--- config.mk ---
export PLATFORM = sky130hd
export DESIGN_NAME = seg_scan_driver_flat
export DESIGN_NICKNAME = d
export VERILOG_FILES = /design/src/rtl/seg_scan_if.sv /design/src/rtl/seg_scan_driver.sv /design/src/flat_wrapper.sv
export SDC_FILE = /design/constraint.sdc
export NUM_CORES = 1
export LEC_CHECK = 0
export BUFFER_PORTS_ARGS = -buffer_cell sky130_fd_sc_hd__buf_2
export CELL_PAD_IN_SITES_DETAIL_PLACEMENT = 0
export CELL_PAD_IN_SITES_GLOBAL_PLACEMENT = 1
export CORE_UTILIZATION = 41
export DETAILED_ROUTE_END_ITERATION = 8
export HOLD_SLACK_MARGIN = 0.1
export PLACE_DENSITY_LB_ADDON = 0.1
export SYNTH_ARGS = -nofsm -noshare
export SYNTH_HDL_FRONTEND = slang
export SYNTH_SLANG_ARGS = --single-unit
--- constraint.sdc ---
create_clock -name clk -period 2.9 [get_ports clk]
set_clock_uncertainty 0.1 [all_clocks]
set_input_delay 0.87 -clock clk [delete_from_list [all_inputs] [get_ports clk]]
set_output_delay 0.87 -clock clk [all_outputs]
set_load 0.005 [all_outputs]
--- src/rtl/seg_scan_if.sv ---
// CPU-side display register bus and board-side anode/segment pins of seg_scan_driver.
interface seg_scan_if #(
   parameter int N_DIGITS = 8
);
   logic                  load;
   logic                  mode;
   logic                  lz_en;
   logic [4*N_DIGITS-1:0] data_in;
   logic [8*N_DIGITS-1:0] graphic_in;
   logic [N_DIGITS-1:0]   dp_in;
   logic [N_DIGITS-1:0]   blink_mask;
   logic [N_DIGITS-1:0]   an;
   logic [7:0]            seg;
   logic                  frame_done;

   modport master (
      output load, mode, lz_en, data_in, graphic_in, dp_in, blink_mask,
      input  an, seg, frame_done
   );

   modport slave (
      input  load, mode, lz_en, data_in, graphic_in, dp_in, blink_mask,
      output an, seg, frame_done
   );
endinterface

--- src/rtl/seg_scan_driver.sv ---
// Time-multiplexed seven-segment driver: prescaler, digit sequencer, double-buffered
// display data, hex/graphic decode with leading-zero blanking and per-digit blink.
module seg_scan_driver #(
   parameter int N_DIGITS       = 8,
   parameter int SCAN_DIV_BITS  = 16,
   parameter int BLINK_DIV_BITS = 6,
   parameter bit ACTIVE_LOW     = 1'b1
) (
   input logic      clk,
   input logic      rst,
   seg_scan_if.slave bus
);
   localparam int                  IDX_W    = $clog2(N_DIGITS);
   localparam logic [IDX_W-1:0]    LAST_IDX = IDX_W'(N_DIGITS - 1);
   localparam logic [7:0]          SEG_INV  = {8{ACTIVE_LOW}};
   localparam logic [N_DIGITS-1:0] AN_INV   = {N_DIGITS{ACTIVE_LOW}};

   typedef struct packed {
      logic [4*N_DIGITS-1:0] data;
      logic [8*N_DIGITS-1:0] gfx;
      logic [N_DIGITS-1:0]   dp;
      logic [N_DIGITS-1:0]   blink;
      logic                  mode;
      logic                  lz;
   } disp_t;

   logic [SCAN_DIV_BITS-1:0]  cnt_q, cnt_d;
   logic [IDX_W-1:0]          idx_q, idx_d;
   logic [BLINK_DIV_BITS-1:0] blink_q, blink_d;
   disp_t                     act_q, act_d, pend_q, pend_d;
   logic                      pend_flag_q, pend_flag_d;
   logic [N_DIGITS-1:0]       an_q, an_d;
   logic [7:0]                seg_q, seg_d;
   logic                      frame_done_q, frame_done_d;

   disp_t               in_s;
   logic                tick, wrap;
   logic [3:0]          nib;
   logic [7:0]          gbyte;
   logic                dp_bit, bm_bit, lzb, all_zero;
   logic [N_DIGITS-1:0] lz_blank, an_hi;
   logic [7:0]          seg_hi;

   function automatic logic [6:0] hex7(input logic [3:0] n);
      case (n)
         4'h0: hex7 = 7'h3F;  4'h1: hex7 = 7'h06;  4'h2: hex7 = 7'h5B;  4'h3: hex7 = 7'h4F;
         4'h4: hex7 = 7'h66;  4'h5: hex7 = 7'h6D;  4'h6: hex7 = 7'h7D;  4'h7: hex7 = 7'h07;
         4'h8: hex7 = 7'h7F;  4'h9: hex7 = 7'h6F;  4'hA: hex7 = 7'h77;  4'hB: hex7 = 7'h7C;
         4'hC: hex7 = 7'h39;  4'hD: hex7 = 7'h5E;  4'hE: hex7 = 7'h79;  default: hex7 = 7'h71;
      endcase
   endfunction

   always_comb begin
      in_s.data  = bus.data_in;
      in_s.gfx   = bus.graphic_in;
      in_s.dp    = bus.dp_in;
      in_s.blink = bus.blink_mask;
      in_s.mode  = bus.mode;
      in_s.lz    = bus.lz_en;

      tick         = &cnt_q;
      wrap         = tick && (idx_q == LAST_IDX);
      cnt_d        = cnt_q + SCAN_DIV_BITS'(1);
      idx_d        = idx_q;
      blink_d      = blink_q;
      frame_done_d = wrap;
      if (tick) begin
         idx_d   = wrap ? '0 : idx_q + IDX_W'(1);
         blink_d = blink_q + BLINK_DIV_BITS'(1);
      end

      // Active data only changes on the frame wrap; a load landing on the wrap skips pending.
      act_d       = act_q;
      pend_d      = pend_q;
      pend_flag_d = pend_flag_q;
      if (wrap) begin
         if (bus.load)        act_d = in_s;
         else if (pend_flag_q) act_d = pend_q;
         pend_flag_d = 1'b0;
      end else if (bus.load) begin
         pend_d      = in_s;
         pend_flag_d = 1'b1;
      end

      all_zero = 1'b1;
      lz_blank = '0;
      for (int i = N_DIGITS - 1; i >= 0; i--) begin
         all_zero    = all_zero & (act_q.data[4*i +: 4] == 4'h0);
         lz_blank[i] = all_zero & (i != 0);
      end

      nib    = '0;
      gbyte  = '0;
      dp_bit = 1'b0;
      bm_bit = 1'b0;
      lzb    = 1'b0;
      an_hi  = '0;
      for (int i = 0; i < N_DIGITS; i++) begin
         if (idx_q == IDX_W'(i)) begin
            nib      = act_q.data[4*i +: 4];
            gbyte    = act_q.gfx[8*i +: 8];
            dp_bit   = act_q.dp[i];
            bm_bit   = act_q.blink[i];
            lzb      = lz_blank[i];
            an_hi[i] = 1'b1;
         end
      end

      if (act_q.mode)           seg_hi = gbyte;
      else if (act_q.lz && lzb) seg_hi = {dp_bit, 7'h00};
      else                      seg_hi = {dp_bit, hex7(nib)};
      if (blink_q[BLINK_DIV_BITS-1] && bm_bit) seg_hi = 8'h00;

      seg_d = seg_hi ^ SEG_INV;
      an_d  = an_hi ^ AN_INV;
   end

   always_ff @(posedge clk) begin
      if (rst) begin
         cnt_q        <= '0;
         idx_q        <= '0;
         blink_q      <= '0;
         act_q        <= '0;
         pend_q       <= '0;
         pend_flag_q  <= 1'b0;
         an_q         <= AN_INV;
         seg_q        <= SEG_INV;
         frame_done_q <= 1'b0;
      end else begin
         cnt_q        <= cnt_d;
         idx_q        <= idx_d;
         blink_q      <= blink_d;
         act_q        <= act_d;
         pend_q       <= pend_d;
         pend_flag_q  <= pend_flag_d;
         an_q         <= an_d;
         seg_q        <= seg_d;
         frame_done_q <= frame_done_d;
      end
   end

   assign bus.an         = an_q;
   assign bus.seg        = seg_q;
   assign bus.frame_done = frame_done_q;
endmodule
--- src/flat_wrapper.sv ---
// flat-port wrapper written by rule: the top's interface ports become plain ports
module seg_scan_driver_flat 
#(
   parameter int N_DIGITS       = 8,
   parameter int SCAN_DIV_BITS  = 16,
   parameter int BLINK_DIV_BITS = 6,
   parameter bit ACTIVE_LOW     = 1'b1
)
  (clk, rst, bus_load, bus_mode, bus_lz_en, bus_data_in, bus_graphic_in, bus_dp_in, bus_blink_mask, bus_an, bus_seg, bus_frame_done);
  seg_scan_if #(.N_DIGITS(N_DIGITS)) bus_i ();
  input logic clk;
  input logic rst;
  input wire logic [$bits(bus_i.load)-1:0] bus_load;
  input wire logic [$bits(bus_i.mode)-1:0] bus_mode;
  input wire logic [$bits(bus_i.lz_en)-1:0] bus_lz_en;
  input wire logic [$bits(bus_i.data_in)-1:0] bus_data_in;
  input wire logic [$bits(bus_i.graphic_in)-1:0] bus_graphic_in;
  input wire logic [$bits(bus_i.dp_in)-1:0] bus_dp_in;
  input wire logic [$bits(bus_i.blink_mask)-1:0] bus_blink_mask;
  output wire logic [$bits(bus_i.an)-1:0] bus_an;
  output wire logic [$bits(bus_i.seg)-1:0] bus_seg;
  output wire logic [$bits(bus_i.frame_done)-1:0] bus_frame_done;
  assign bus_i.load = bus_load;
  assign bus_i.mode = bus_mode;
  assign bus_i.lz_en = bus_lz_en;
  assign bus_i.data_in = bus_data_in;
  assign bus_i.graphic_in = bus_graphic_in;
  assign bus_i.dp_in = bus_dp_in;
  assign bus_i.blink_mask = bus_blink_mask;
  assign bus_an = bus_i.an;
  assign bus_seg = bus_i.seg;
  assign bus_frame_done = bus_i.frame_done;
  seg_scan_driver #(.N_DIGITS(N_DIGITS), .SCAN_DIV_BITS(SCAN_DIV_BITS), .BLINK_DIV_BITS(BLINK_DIV_BITS), .ACTIVE_LOW(ACTIVE_LOW)) u_core (.clk(clk), .rst(rst), .bus(bus_i));
endmodule
==> implementation parameters <==
Parameter                              Value

Layout
  Area of all placed cells without fillers    0.0150 mm²
  Core Util, Final    48.9%
  Post-route non-filler standard cell count    1,978
  Fraction of layout instances using a drive strength above 1    23.5%
  Number of antenna cells inserted    0
  Commonest non-fill, non-tap cells in the layout    280 x sky130_fd_sc_hd__nand2_1, 269 x sky130_fd_sc_hd__dfxtp_1, 166 x sky130_fd_sc_hd__a21oi_1, 152 x sky130_fd_sc_hd__nor2_1, 131 x sky130_fd_sc_hd__buf_2
  Most frequent standard cell in the layout excluding fill and tap cells    sky130_fd_sc_hd__nand2_1
  Synthesis-to-finish area growth    17.4%
  Nets    1,689

STA
  Count of endpoints failing hold in the final timing report    0
  Time the final worst path needs with I/O delays and setup    2.71 ns
  Tightest slew margin relative to the limit    56.4%
  Slew at the pin with the worst max-slew slack    0.655 ns
  Count of final max-slew check failures    0
  Setup violation total in the final timing report    0
  Fmax    369 MHz
  Aggregate negative setup slack    0 ns
  Share of the clock period used by the worst path after layout    93.3%
  RSZ-0062 raised after global routing    false

Placement
  Post-place instance area    0.0138 mm²
  Final weighted congestion of routability-driven global placement    0.847
  Count of input and output buffers    133
  Estimated wirelength of the detail-placed design    22.7 mm
  DP Cell Count    1,918

Synth
  Syn Std Cell Area    0.0127 mm²
  Portion of the post-synthesis area used by sequential elements    42.6%
  Synthesized netlist cell count    1,455
  Top cells by area, synth    sky130_fd_sc_hd__dfxtp_1 43%, sky130_fd_sc_hd__a211oi_2 10%, sky130_fd_sc_hd__mux2i_1 9.2%, sky130_fd_sc_hd__nand2_1 8.2%, sky130_fd_sc_hd__a21oi_1 6.5%
  FF+latch count, synth    271
  Post-synth EDFFs    0
  Syn avg cell area    8.76 µm²
  Unique masters post-synth    57
  Area leader, netlist    sky130_fd_sc_hd__dfxtp_1
  Async set-reset flop share out of synthesis    0%
  Main flop type after synthesis    sky130_fd_sc_hd__dfxtp_1
  Post-Syn Nets    1,586
  Number of warnings issued by yosys    0
  Share of the synthesized area in the top cell type    42.6%

Setup path
  Ordered cell list for the critical path    ha_1, ha_2, buf_4, a22o_1, a31oi_1, a221oi_2, buf_4, or2_2, xnor2_1, o221ai_1, a22oi_1
  Delay of the slowest cell on the worst path    0.35 ns
  Cell at the slowest stage of the critical path    sky130_fd_sc_hd__or2_2
  Critical-path maximum fanout    9
  Critical path endpoint category    register
  Buf+Inv Stages, Crit Path    2
  Most common cell type on the critical path    sky130_fd_sc_hd__buf_4
  Data required time of the worst path    3.21 ns
  Crit path kind    reg -> reg
  Launching element type of the critical path    register
  Data arrival time of the critical path    3.02 ns
  Register-to-register setup slack    0.19 ns
  Kind of cell with the highest combined delay on the critical path    compound AO/OA/AOI/OAI gates

Floorplan
  Initial standard-cell utilization of the core    41.7%
  Standard-cell row count    64
  # IOs    134
  Width of the die    178 µm
  Area of the die    0.0318 mm²
  Core Area    0.0306 mm²
  Floorplan die height    178 µm

Global routing
  GR Overflow Total    0
  Number of global-route vias before repair    9,720
  Global router's overall resource usage    21.0%
  Wire length of the first global-routing pass    53.0 mm
  Number of antenna violations at the first check in global routing    0
  Largest net degree at the start of global routing    115

Routing
  Per-cell routed wire length    16.9 µm
  Number of violations reported at the end of detailed-routing iteration 0    641
  Detailed-route DRC error count    0
  Routed WL    33.5 mm
  Vias post-DR    10,300
  Via density per instance    5.23
  Number of nets with antenna violations after routing    0
  Length of the first detailed-routing pass in iterations    5

Power
  Final total power    8.47 mW
  Leakage power summed over all cells    5.64 nW
  Power per unit of standard cell area    567 mW/mm²
  IR drop worst, VDD    0.442 mV

Clocking
  Number of clock buffers inserted by TritonCTS    31
  Max H-tree Level    1
  Clock-pin slew on the worst setup and hold paths    0.06 ns
  Sinks on Clock Net    271
  Insertion delay to the later sink of the worst-skew pair    0.55 ns
  CTS root buffer    sky130_fd_sc_hd__clkbuf_16
  Maximum clock path buffer count    3
  Count of hold buffers inserted by post-cts repair    0
  TritonCTS clock tree    yes

Run
  Max-cap viol count    0

Hold path
  Classification of the worst-slack hold path    reg -> reg

Run status
  Run status    completed
-- what timing repair did --
item / 4_1_cts / 5_1_grt
buffers inserted: 0 / 3
setup endpoints to repair: 0 / 7
resized for setup: 0 / 8
-- layout make-up --
class | count | area [µm²]
sequential | 271 | 5430
clock buffer | 43 | 911
multi-input combinational | 1044 | 6600
inverter | 19 | 71.3
tap | 396 | 495
fill | 2950 | 15600
timing repair buffer | 191 | 1300
clock inverter | 14 | 159
-- tightest hold or removal path: cells and delay by family, from the launching register on --
| family | cells | cell delay (ns) |
|---|---|---|
| and+or+nand+nor | 1 | 0.05 |
| DFF | 1 | 0.30 |
| AOI/OAI and AO/OA | 1 | 0.05 |
-- cell families after synthesis --
logic type / share of synthesized area (%)
and+or+nand+nor: 16.9
AOI/OAI and AO/OA: 22.9
DFF: 42.6
buffers and inverters: 5.94
muxes: 9.28
xor gates and xnor gates: 1.03
adders and majority gates: 1.37
-- registers in the layout, indices dropped and copies added, names as in the netlist --
signal / count
u_core.idx_q: 3
u_core.act_q: 114
u_core.bus.seg: 8
u_core.bus.frame_done: 1
u_core.cnt_q: 16
u_core.bus.an: 8
u_core.pend_flag_q: 1
u_core.blink_q: 6
u_core.pend_q: 114
-- through the flow --
stage / hold slack, ns / setup WS, ns
after CTS: 0.350 / 0.0339
after detailed placement: 0.333 / 0.0615
after global placement: 0.327 / 0.0805
after global routing: 0.368 / 0.00215
after floorplan: 0.318 / 0.0256
final: 0.351 / 0.193
-- routing by layer --
| layer | up-vias | GRT usage (%) | wire, µm |
|---|---|---|---|
| met3 | 46 | 2.28 | 1080 |
| met4 | 0 | 4.91 | 738 |
| met2 | 169 | 34.4 | 15500 |
| li1 | 5268 | - | - |
| met1 | 4854 | 29.4 | 16200 |
| met5 | - | 0 | 0 |
-- power breakdown --
part | switching [mW] | internal [mW] | total [mW]
clock | 1.58 | 2.45 | 4.03
combinational | 0.352 | 0.224 | 0.576
sequential | 0.0452 | 3.82 | 3.87
-- cells in the mapped netlist (all sizes together) (2+ instances only) --
library cell / n
a31oi: 6
mux2i: 117
nor3b: 2
nand3b: 9
o211ai: 5
nand3: 15
o221ai: 5
nor2b: 10
nand2b: 11
inv: 19
clkbuf: 55
a22o: 2
xnor2: 6
and2: 3
nor3: 5
dfxtp: 271
buf: 66
xor2: 9
o31ai: 2
nor2: 153
a2111o: 2
nand2: 282
nand4: 4
a22oi: 8
or3: 6
o2111ai: 2
nor4: 6
ha: 14
a211oi: 123
o311ai: 2
and3: 3
o31a: 3
o21ai: 44
a221oi: 8
a21oi: 166
-- worst paths after layout --
kind	start	end	depth (start not counted)
worst max-delay path	u_core.idx_q[0]	u_core.bus.seg[0]	11
worst min register to register	u_core.pend_q[90]	u_core.pend_q[90]	2
worst min-delay path	u_core.pend_q[90]	u_core.pend_q[90]	2
worst max register to register	u_core.idx_q[0]	u_core.bus.seg[0]	11
(Power assumes the default switching activity.)
